<file path="config.mk">
export PLATFORM = sky130hd
export DESIGN_NAME = frame_draw_ctrl_flat
export DESIGN_NICKNAME = d
export VERILOG_FILES = /design/src/rtl/draw_pkg.sv /design/src/rtl/frame_draw_ctrl_if.sv /design/src/rtl/draw_mux.sv /design/src/rtl/frame_draw_ctrl.sv /design/src/flat_wrapper.sv
export SDC_FILE = /design/constraint.sdc
export NUM_CORES = 1
export LEC_CHECK = 0
export CAP_MARGIN = 5
export CELL_PAD_IN_SITES_DETAIL_PLACEMENT = 0
export CELL_PAD_IN_SITES_GLOBAL_PLACEMENT = 2
export CORE_MARGIN = 2
export CORE_UTILIZATION = 22
export CTS_CLUSTER_DIAMETER = 60
export DETAILED_ROUTE_END_ITERATION = 8
export PLACE_DENSITY_LB_ADDON = 0.1
export SLEW_MARGIN = 0
export SYNTH_ARGS = -nofsm -noshare
export SYNTH_HDL_FRONTEND = slang
export SYNTH_SLANG_ARGS = --single-unit
</file>
<file path="constraint.sdc">
create_clock -name clock -period 2.35 [get_ports clock]
set_input_delay 0.47 -clock clock [delete_from_list [all_inputs] [get_ports clock]]
set_output_delay 0.47 -clock clock [all_outputs]
set_load 0.01 [all_outputs]
</file>
<file path="src/rtl/draw_pkg.sv">
// rtl/draw_pkg.sv - shared widths, state encoding and default stage timeout
// Purpose: common definitions for the per-frame draw sequencer and its pixel mux.
// Ports: none (package).
package draw_pkg;

  localparam int X_W = 9;
  localparam int Y_W = 8;
  localparam int C_W = 6;

  localparam logic [15:0] DEF_TIMEOUT = 16'd50000;

  typedef enum logic [2:0] {
    ST_IDLE,
    ST_MAP,
    ST_MAP_CLR,
    ST_SPR,
    ST_SPR_CLR,
    ST_DONE
  } draw_state_e;

endpackage

</file>
<file path="src/rtl/frame_draw_ctrl_if.sv">
// rtl/frame_draw_ctrl_if.sv - pixel write stream bundle (x, y, colour, write strobe)
// Purpose: one drawer-to-VGA pixel port.
// Ports: x / y / colour pixel coordinate and colour, write strobe.
//   master: drives the pixel (drawer or mux output); slave: consumes it.
interface frame_draw_ctrl_if;
  import draw_pkg::*;

  logic [X_W-1:0] x;
  logic [Y_W-1:0] y;
  logic [C_W-1:0] colour;
  logic           write;

  modport master (output x, y, colour, write);
  modport slave  (input  x, y, colour, write);

endinterface

</file>
<file path="src/rtl/draw_mux.sv">
// rtl/draw_mux.sv - combinational two-source pixel select with write gating
// Purpose: forwards the selected drawer's pixel to the VGA port; idle output is all zero.
// Ports:
//   sel_a / sel_b : source select (sel_a wins if both are set)
//   src_a / src_b : drawer pixel streams (slave)
//   dst           : pixel stream towards the VGA adapter (master)
module draw_mux (
  input  logic              sel_a,
  input  logic              sel_b,
  frame_draw_ctrl_if.slave  src_a,
  frame_draw_ctrl_if.slave  src_b,
  frame_draw_ctrl_if.master dst
);

  always_comb begin
    dst.x      = '0;
    dst.y      = '0;
    dst.colour = '0;
    dst.write  = 1'b0;
    if (sel_a) begin
      dst.x      = src_a.x;
      dst.y      = src_a.y;
      dst.colour = src_a.colour;
      dst.write  = src_a.write;
    end else if (sel_b) begin
      dst.x      = src_b.x;
      dst.y      = src_b.y;
      dst.colour = src_b.colour;
      dst.write  = src_b.write;
    end
  end

endmodule

</file>
<file path="src/rtl/frame_draw_ctrl.sv">
// rtl/frame_draw_ctrl.sv - per-frame map/sprite draw sequencer with VGA pixel mux
// Purpose: on each frame tick, runs the map drawer (only when a redraw is pending),
//   then the sprite drawer, and routes the active drawer's pixels to the VGA port.
// Ports:
//   clock, resetn              : clock, asynchronous active-low reset
//   frame_tick, map_redraw     : start-of-frame pulse, map redraw request pulse
//   map_enable/map_done/map_px : map drawer enable, done level, pixel stream
//   spr_enable/spr_done/spr_px : sprite drawer enable, done level, pixel stream
//   vga_px                     : selected pixel stream to the VGA adapter
//   busy, frame_done           : not idle, one-cycle end-of-frame pulse
//   overrun, timeout_err       : sticky tick-while-busy and stage-timeout flags
module frame_draw_ctrl
  import draw_pkg::*;
#(
  parameter logic [15:0] TIMEOUT = DEF_TIMEOUT
) (
  input  logic              clock,
  input  logic              resetn,
  input  logic              frame_tick,
  input  logic              map_redraw,
  output logic              map_enable,
  frame_draw_ctrl_if.slave  map_px,
  input  logic              map_done,
  output logic              spr_enable,
  frame_draw_ctrl_if.slave  spr_px,
  input  logic              spr_done,
  frame_draw_ctrl_if.master vga_px,
  output logic              busy,
  output logic              frame_done,
  output logic              overrun,
  output logic              timeout_err
);

  draw_state_e state_q, state_d;
  logic [15:0] timer_q, timer_d, timer_inc;
  logic        redraw_pend_q, redraw_pend_d;
  logic        overrun_q, overrun_d;
  logic        timeout_err_q, timeout_err_d;
  logic        pend_clr, stage_to;
  logic        sel_map, sel_spr;

  always_ff @(posedge clock or negedge resetn) begin
    if (!resetn) begin
      state_q       <= ST_IDLE;
      timer_q       <= '0;
      redraw_pend_q <= 1'b1;  // first frame after reset always draws the map
      overrun_q     <= 1'b0;
      timeout_err_q <= 1'b0;
    end else begin
      state_q       <= state_d;
      timer_q       <= timer_d;
      redraw_pend_q <= redraw_pend_d;
      overrun_q     <= overrun_d;
      timeout_err_q <= timeout_err_d;
    end
  end

  // Timer is zero outside the drawing states, so it is zero on every stage entry.
  // Comparing the incremented value keeps an enable high for at most TIMEOUT cycles.
  always_comb begin
    state_d    = state_q;
    timer_d    = '0;
    timer_inc  = timer_q + 16'd1;
    map_enable = 1'b0;
    spr_enable = 1'b0;
    frame_done = 1'b0;
    pend_clr   = 1'b0;
    stage_to   = 1'b0;
    case (state_q)
      ST_IDLE: begin
        if (frame_tick) state_d = redraw_pend_q ? ST_MAP : ST_SPR;
      end
      ST_MAP: begin
        map_enable = 1'b1;
        timer_d    = timer_inc;
        if (map_done) begin
          state_d  = ST_MAP_CLR;
          pend_clr = 1'b1;
        end else if (timer_inc == TIMEOUT) begin
          state_d  = ST_MAP_CLR;
          stage_to = 1'b1;
        end
      end
      ST_MAP_CLR: begin
        // hold off until the drawer has dropped done, i.e. has rearmed
        if (!map_done) state_d = ST_SPR;
      end
      ST_SPR: begin
        spr_enable = 1'b1;
        timer_d    = timer_inc;
        if (spr_done) begin
          state_d = ST_SPR_CLR;
        end else if (timer_inc == TIMEOUT) begin
          state_d  = ST_SPR_CLR;
          stage_to = 1'b1;
        end
      end
      ST_SPR_CLR: begin
        if (!spr_done) state_d = ST_DONE;
      end
      ST_DONE: begin
        frame_done = 1'b1;
        state_d    = ST_IDLE;
      end
      default: state_d = ST_IDLE;
    endcase
  end

  // A new request in the same cycle as a successful map exit wins over the clear.
  assign redraw_pend_d = map_redraw | (redraw_pend_q & ~pend_clr);
  assign overrun_d     = overrun_q | (frame_tick & busy);
  assign timeout_err_d = timeout_err_q | stage_to;

  assign busy        = (state_q != ST_IDLE);
  assign overrun     = overrun_q;
  assign timeout_err = timeout_err_q;

  assign sel_map = (state_q == ST_MAP);
  assign sel_spr = (state_q == ST_SPR);

  draw_mux u_mux (
    .sel_a (sel_map),
    .sel_b (sel_spr),
    .src_a (map_px),
    .src_b (spr_px),
    .dst   (vga_px)
  );

endmodule
</file>
<file path="src/flat_wrapper.sv">
// flat-port wrapper written by rule: the top's interface ports become plain ports
module frame_draw_ctrl_flat import draw_pkg::*;
#(
  parameter logic [15:0] TIMEOUT = DEF_TIMEOUT
)
  (clock, resetn, frame_tick, map_redraw, map_enable, map_done, spr_enable, spr_done, busy, frame_done, overrun, timeout_err, map_px_x, map_px_y, map_px_colour, map_px_write, spr_px_x, spr_px_y, spr_px_colour, spr_px_write, vga_px_x, vga_px_y, vga_px_colour, vga_px_write);
  frame_draw_ctrl_if map_px_i ();
  frame_draw_ctrl_if spr_px_i ();
  frame_draw_ctrl_if vga_px_i ();
  input  logic clock;
  input  logic resetn;
  input  logic frame_tick;
  input  logic map_redraw;
  output logic map_enable;
  input  logic map_done;
  output logic spr_enable;
  input  logic spr_done;
  output logic busy;
  output logic frame_done;
  output logic overrun;
  output logic timeout_err;
  input wire logic [$bits(map_px_i.x)-1:0] map_px_x;
  input wire logic [$bits(map_px_i.y)-1:0] map_px_y;
  input wire logic [$bits(map_px_i.colour)-1:0] map_px_colour;
  input wire logic [$bits(map_px_i.write)-1:0] map_px_write;
  input wire logic [$bits(spr_px_i.x)-1:0] spr_px_x;
  input wire logic [$bits(spr_px_i.y)-1:0] spr_px_y;
  input wire logic [$bits(spr_px_i.colour)-1:0] spr_px_colour;
  input wire logic [$bits(spr_px_i.write)-1:0] spr_px_write;
  output wire logic [$bits(vga_px_i.x)-1:0] vga_px_x;
  output wire logic [$bits(vga_px_i.y)-1:0] vga_px_y;
  output wire logic [$bits(vga_px_i.colour)-1:0] vga_px_colour;
  output wire logic [$bits(vga_px_i.write)-1:0] vga_px_write;
  assign map_px_i.x = map_px_x;
  assign map_px_i.y = map_px_y;
  assign map_px_i.colour = map_px_colour;
  assign map_px_i.write = map_px_write;
  assign spr_px_i.x = spr_px_x;
  assign spr_px_i.y = spr_px_y;
  assign spr_px_i.colour = spr_px_colour;
  assign spr_px_i.write = spr_px_write;
  assign vga_px_x = vga_px_i.x;
  assign vga_px_y = vga_px_i.y;
  assign vga_px_colour = vga_px_i.colour;
  assign vga_px_write = vga_px_i.write;
  frame_draw_ctrl #(.TIMEOUT(TIMEOUT)) u_core (.clock(clock), .resetn(resetn), .frame_tick(frame_tick), .map_redraw(map_redraw), .map_enable(map_enable), .map_px(map_px_i), .map_done(map_done), .spr_enable(spr_enable), .spr_px(spr_px_i), .spr_done(spr_done), .vga_px(vga_px_i), .busy(busy), .frame_done(frame_done), .overrun(overrun), .timeout_err(timeout_err));
endmodule
</file>
Yosys cells after proc, flatten, opt, wreduce, memory -nomap -nowiden
Index checks and enable logic that the tools add are counted.
- bits of input ports: 54
- word-level logic and storage cells: 54
- register bits after elaboration: 22
- output and inout bits: 30
- muxes and demuxes: 27
- reduce and logical (&&, ||, !) cells: 4
- $add $sub $neg: 1
- equal/unequal tests: 11
- bitwise operators: 6
- operators by type and width (operator ; count):
    3-bit two-way mux ; 7
    9-bit two-way mux ; 2
    16-bit by 1-bit adder with 16-bit output, second input constant ; 1
    16-bit equality test, second input constant ; 1
    16-bit two-way mux ; 1
    8-bit two-way mux ; 2
    3-bit one-hot mux with 5 select lines ; 1
    6-bit two-way mux ; 2
    1-bit two-way mux ; 10
    3-bit by 2-bit equality test with 1-bit output, second input constant ; 2
    3-bit equality test, second input constant ; 2
    2-bit != test, second input constant ; 3
    3-bit != test, second input constant ; 2
    5-bit AND reduction ; 1
    3-bit by 1-bit equality test with 1-bit output, second input constant ; 1
    3-bit logical NOT ; 1
    1-bit OR ; 3
    3-bit nonzero test ; 1
    1-bit bitwise AND ; 2
    2-bit two-way mux ; 1
    1-bit one-hot mux with 2 select lines ; 1
    2-bit OR reduction ; 1
    1-bit inverter ; 1

Depth between registers and ports, before layout
- depth in word-level cells: 6
- depth in mapped cells: 8
- depth with buffers taken out: 7

By module
A second synthesis with hierarchy kept.
- cells, all modules: 174
- area total of the unflattened synthesis: 1547.7 sq um
- modules (own cells, without submodules) (module ; cells each ; sequential area each (sq um) ; instances ; area an instance (sq um)):
    frame_draw_ctrl ; 140 ; 551.8 ; 1 ; 1270.0
    draw_mux ; 34 ; 0.0 ; 1 ; 277.8

Worst setup path after synthesis
Ideal clock, no wire load.
- kind: register to register
- start: register u_core.timer_q[0]
- end: register u_core.state_q[0]
- clock period less this slack: 2.077 ns
- data arrival time: 1.959 ns
- required time: 2.232 ns
- path buffers: 1
- cell stages (with the launch flop): 9
- path slack: 0.273 ns
- library setup time: 0.118 ns
- cell sequence: dfrtp_1 -> ha_1 -> and3_1 -> buf_6 -> nor4b_1 -> nor3_2 -> nor4b_4 -> a21oi_2 -> a21o_1
- word-level cells in the longest chain between the ends: 4
- elaborated cells on any way between the ends: 5
- those cells by class: add/sub: 1; eq/ne: 3; reduce/logical: 1
- ends and longest elaborated chain (item ; RTL line ; text):
    start, declared ; frame_draw_ctrl.sv:35 ; logic [15:0] timer_q, timer_d, timer_inc;
    start signal, assigned ; frame_draw_ctrl.sv:51 ; timer_q <= timer_d;
    16-bit by 1-bit adder with 16-bit output * ; frame_draw_ctrl.sv:63 ; timer_inc = timer_q + 16'd1;
    16-bit equality test * ; frame_draw_ctrl.sv:79, frame_draw_ctrl.sv:93 ;
    3-bit != test (no source line) ; n/a ;
    5-bit AND reduction (no source line) * ; n/a ;
    end signal, assigned ; frame_draw_ctrl.sv:50 ; state_q <= state_d;
    end, declared ; frame_draw_ctrl.sv:34 ; draw_state_e state_q, state_d;
Mark *: on every way between the ends. The rest lies on a longest branch, timed or not.
A chain may end at the register's enable or synchronous reset.

Worst setup path after layout
- start: register u_core.state_q[1]
- end: output port busy
- word-level cells in the longest chain between the ends: 1
- ends and longest elaborated chain (item ; RTL line ; text):
    3-bit nonzero test ; frame_draw_ctrl.sv:114 ; assign busy = (state_q != ST_IDLE);
    end, declared ; flat_wrapper.sv:18 ; output logic busy;
Every way passes these cells.

==> impl_metrics.json <==
{
  "clk_pin_slew_ns": 0.09,
  "finalWeightedCongestion": 0.683,
  "antenna_found_initial": 0,
  "status": "complete, no violations",
  "cpMaxStageDelayCell": "clkdlybuf4s50_1",
  "cts_buffer_depth": 2,
  "initial_core_util": 0.224,
  "drc": 0,
  "drtIter0Drc": 84,
  "synthCells": 194,
  "drv_slew": 0,
  "syn_nets": 250,
  "finalSetupViolCount": 0,
  "rsz0062_at_grt": "false",
  "min-delay-start": "u_core.overrun$_DFF_PN0_",
  "finalHoldViolations": 0,
  "cts.sinks": 22,
  "clock_latency_ns": 0.27,
  "cts_buffers": 3,
  "worst_pin_slew_ns": 0.418,
  "min_period_ns": 2.23,
  "grt_max_degree": 25,
  "fin_nets": 334,
  "drt-total-wl_um": 5470,
  "clock_skew_ns": 0.00557,
  "cp_max_fo": 9,
  "overflow": 0,
  "worst-path-buf-inv": 2,
  "htree_levels": 1,
  "post-route-util": 0.357,
  "crit_chain": "buf_4 -> or3_1 -> clkdlybuf4s50_1",
  "rows": 32,
  "avgRoutedWirePerCell_um": 14.4,
  "r2r_slack_ns": 0.21,
  "synth-edff-count": 0,
  "worst_r2r_path_depth": 7,
  "seq_area_frac_synth": 0.321,
  "layout-drive-gt1-share": 0.0975,
  "vias": 1657,
  "dp_cells": 375,
  "min_period_over_period": 0.951,
  "leakage_nw": 1.13,
  "end_kind": "output port",
  "die_w_um": 92.3,
  "critical_path_class": "flip-flop to output port",
  "arrival_ns": 1.76,
  "reg2reg_to": "u_core.state_q[1]$_DFFE_PN0P_",
  "holdPathEnd": "u_core.overrun$_DFF_PN0_",
  "ys_ff_latch": 22,
  "grt_pass1_wl_um": 8840,
  "ios": 84,
  "syn_to_final_growth_pct": 59.1,
  "finalSetupTns_ns": 0,
  "critical_path.max_stage_delay_ns": 0.49,
  "whs_ns": 0.462,
  "ys_warn_count": 0,
  "ant_nets": 0,
  "fp.dieH_um": 92.3,
  "tritoncts": "yes",
  "port_buffers": 83,
  "final_cells": 379,
  "dp_hpwl_um": 4220,
  "die_area_um2": 8530,
  "start_kind": "flip-flop",
  "maxCapViolCount": 0,
  "avgSynthCellArea_um2": 8.85,
  "crit_family": "buffers and inverters",
  "r2r-start": "u_core.timer_q[1]$_DFF_PN0_",
  "worstHoldPathCells": 1,
  "fmax_mhz": 448,
  "synth-async-reset-ratio": 1.00,
  "antenna_cells": 0,
  "grt_use_total": 0.131,
  "crit_required_ns": 1.88,
  "firstDrtPassIters": 4,
  "min_path_type": "flip-flop to flip-flop",
  "synth_cell_types": 51,
  "critPathLaunch": "u_core.state_q[1]$_DFFE_PN0P_",
  "slew_headroom": 0.721,
  "grt_pass1_vias": 1616,
  "cts_root_buffer": "clkbuf_8",
  "synth_flop_cell": "dfrtp_1",
  "p_per_area_nw_per_um2": 861,
  "core-area_um2": 7650,
  "syn_area_um2": 1720,
  "vdd_drop_max_mv": 0.429,
  "viasPerCell": 4.37
}
kinds of logic (layout without fill, tap and decap cells):
logic type,after synthesis,after routing,share of synthesized area
buf+inv,16,99,0.0568
flops,22,22,0.321
fa+ha+maj,2,2,0.0146
simple gates,90,90,0.284
xor+xnor,12,12,0.0612
compound gates,27,27,0.117
mux,25,25,0.146
cells in the mapped netlist, types with 2 or more instances:
master / number / area [um^2]
a211o_1: 2 / 17.5
a21o_1: 4 / 30.0
a21oi_1: 7 / 35.0
and2_1: 2 / 12.5
and3_1: 2 / 12.5
and3b_1: 2 / 17.5
and4_1: 2 / 17.5
buf_2: 3 / 15.0
buf_6: 4 / 45.0
clkbuf_1: 4 / 15.0
dfrtp_1: 21 / 526
ha_1: 2 / 25.0
inv_1: 3 / 11.3
mux2i_1: 25 / 250
nand2_1: 7 / 26.3
nand2b_1: 2 / 12.5
nand3_1: 8 / 40.0
nand4_1: 2 / 12.5
nor2_1: 45 / 169
o21ai_0: 3 / 15.0
o21bai_1: 2 / 15.0
or3_1: 3 / 18.8
xnor2_1: 6 / 52.6
xor2_1: 6 / 52.6
worst max path at each step:
| stage | slack, ns | end | depth (start not counted) |
|---|---|---|---|
| after floorplan | 0.27 | u_core.state_q[0]$_DFFE_PN0P_ | 8 |
| after global placement | 0.13 | u_core.state_q[1]$_DFFE_PN0P_ | 7 |
| after detailed placement | 0.14 | u_core.state_q[1]$_DFFE_PN0P_ | 7 |
| after CTS | 0.08 | busy | 3 |
| after global routing | 0.008 | vga_px_colour[3] | 4 |
| final | 0.12 | busy | 3 |
cell type report:
cell class | instances | area [um^2]
clock buffer | 4 | 55.1
tap | 102 | 128
inverter | 3 | 11.3
fill | 800 | 4920
multi-input combinational | 156 | 1070
sequential | 22 | 553
timing repair buffer | 92 | 911
timing repair:
| action | CTS | global route |
|---|---|---|
| buffers inserted | 0 | 0 |
| resized for setup | 0 | 2 |
| hold buffers | 0 | 0 |
| hold endpoints to repair | 0 | 0 |
| endpoints found under the setup margin | 0 | 3 |
per-layer routing:
| metal | global-route usage | vias to the layer above | part of all wire |
|---|---|---|---|
| met5 | 0 | - | 0 |
| met2 | 0.233 | 16 | 0.52 |
| met4 | 0.00746 | 0 | 0.0024 |
| met1 | 0.174 | 792 | 0.46 |
| li1 | - | 847 | - |
| met3 | 0.0252 | 2 | 0.017 |
cell usage in the layout (no fill, tap or decap), types with 4 or more instances in the layout:
| master | count |
|---|---|
| a21oi_1 | 7 |
| buf_4 | 8 |
| nor2_1 | 45 |
| a21o_1 | 4 |
| mux2i_1 | 25 |
| nand2_1 | 7 |
| dfrtp_1 | 20 |
| xnor2_1 | 6 |
| nand3_1 | 8 |
| clkdlybuf4s50_1 | 83 |
| xor2_1 | 6 |
| clkbuf_8 | 4 |
flip-flops by register name (all words and copies together) (netlist names):
name,count
u_core.overrun,1
u_core.redraw_pend_q,1
u_core.state_q,3
u_core.timeout_err,1
u_core.timer_q,16
stage by stage:
step	cell area, um^2	power, mW	setup slack [ns]
2_1_floorplan	1720	1.35	0.273
3_3_place_gp	2670	2.13	0.131
3_5_place_dp	2670	2.11	0.137
4_1_cts	2720	2.40	0.0752
5_1_grt	2730	2.52	0.00756
6_report	2730	2.35	0.116
worst register-to-register path: stages (launching register included):
cell	delay (ns)
dfrtp_1	0.44
ha_1	0.27
and3_1	0.29
nor4b_2	0.32
nor3_2	0.10
nor3_1	0.31
a41o_1	0.23
o31ai_2	0.06
power breakdown:
group / internal [mW] / switching (mW)
Combinational: 0.843 / 0.736
Sequential: 0.433 / 0.0613
Clock: 0.150 / 0.129
Power figures use the tool's default switching activity.
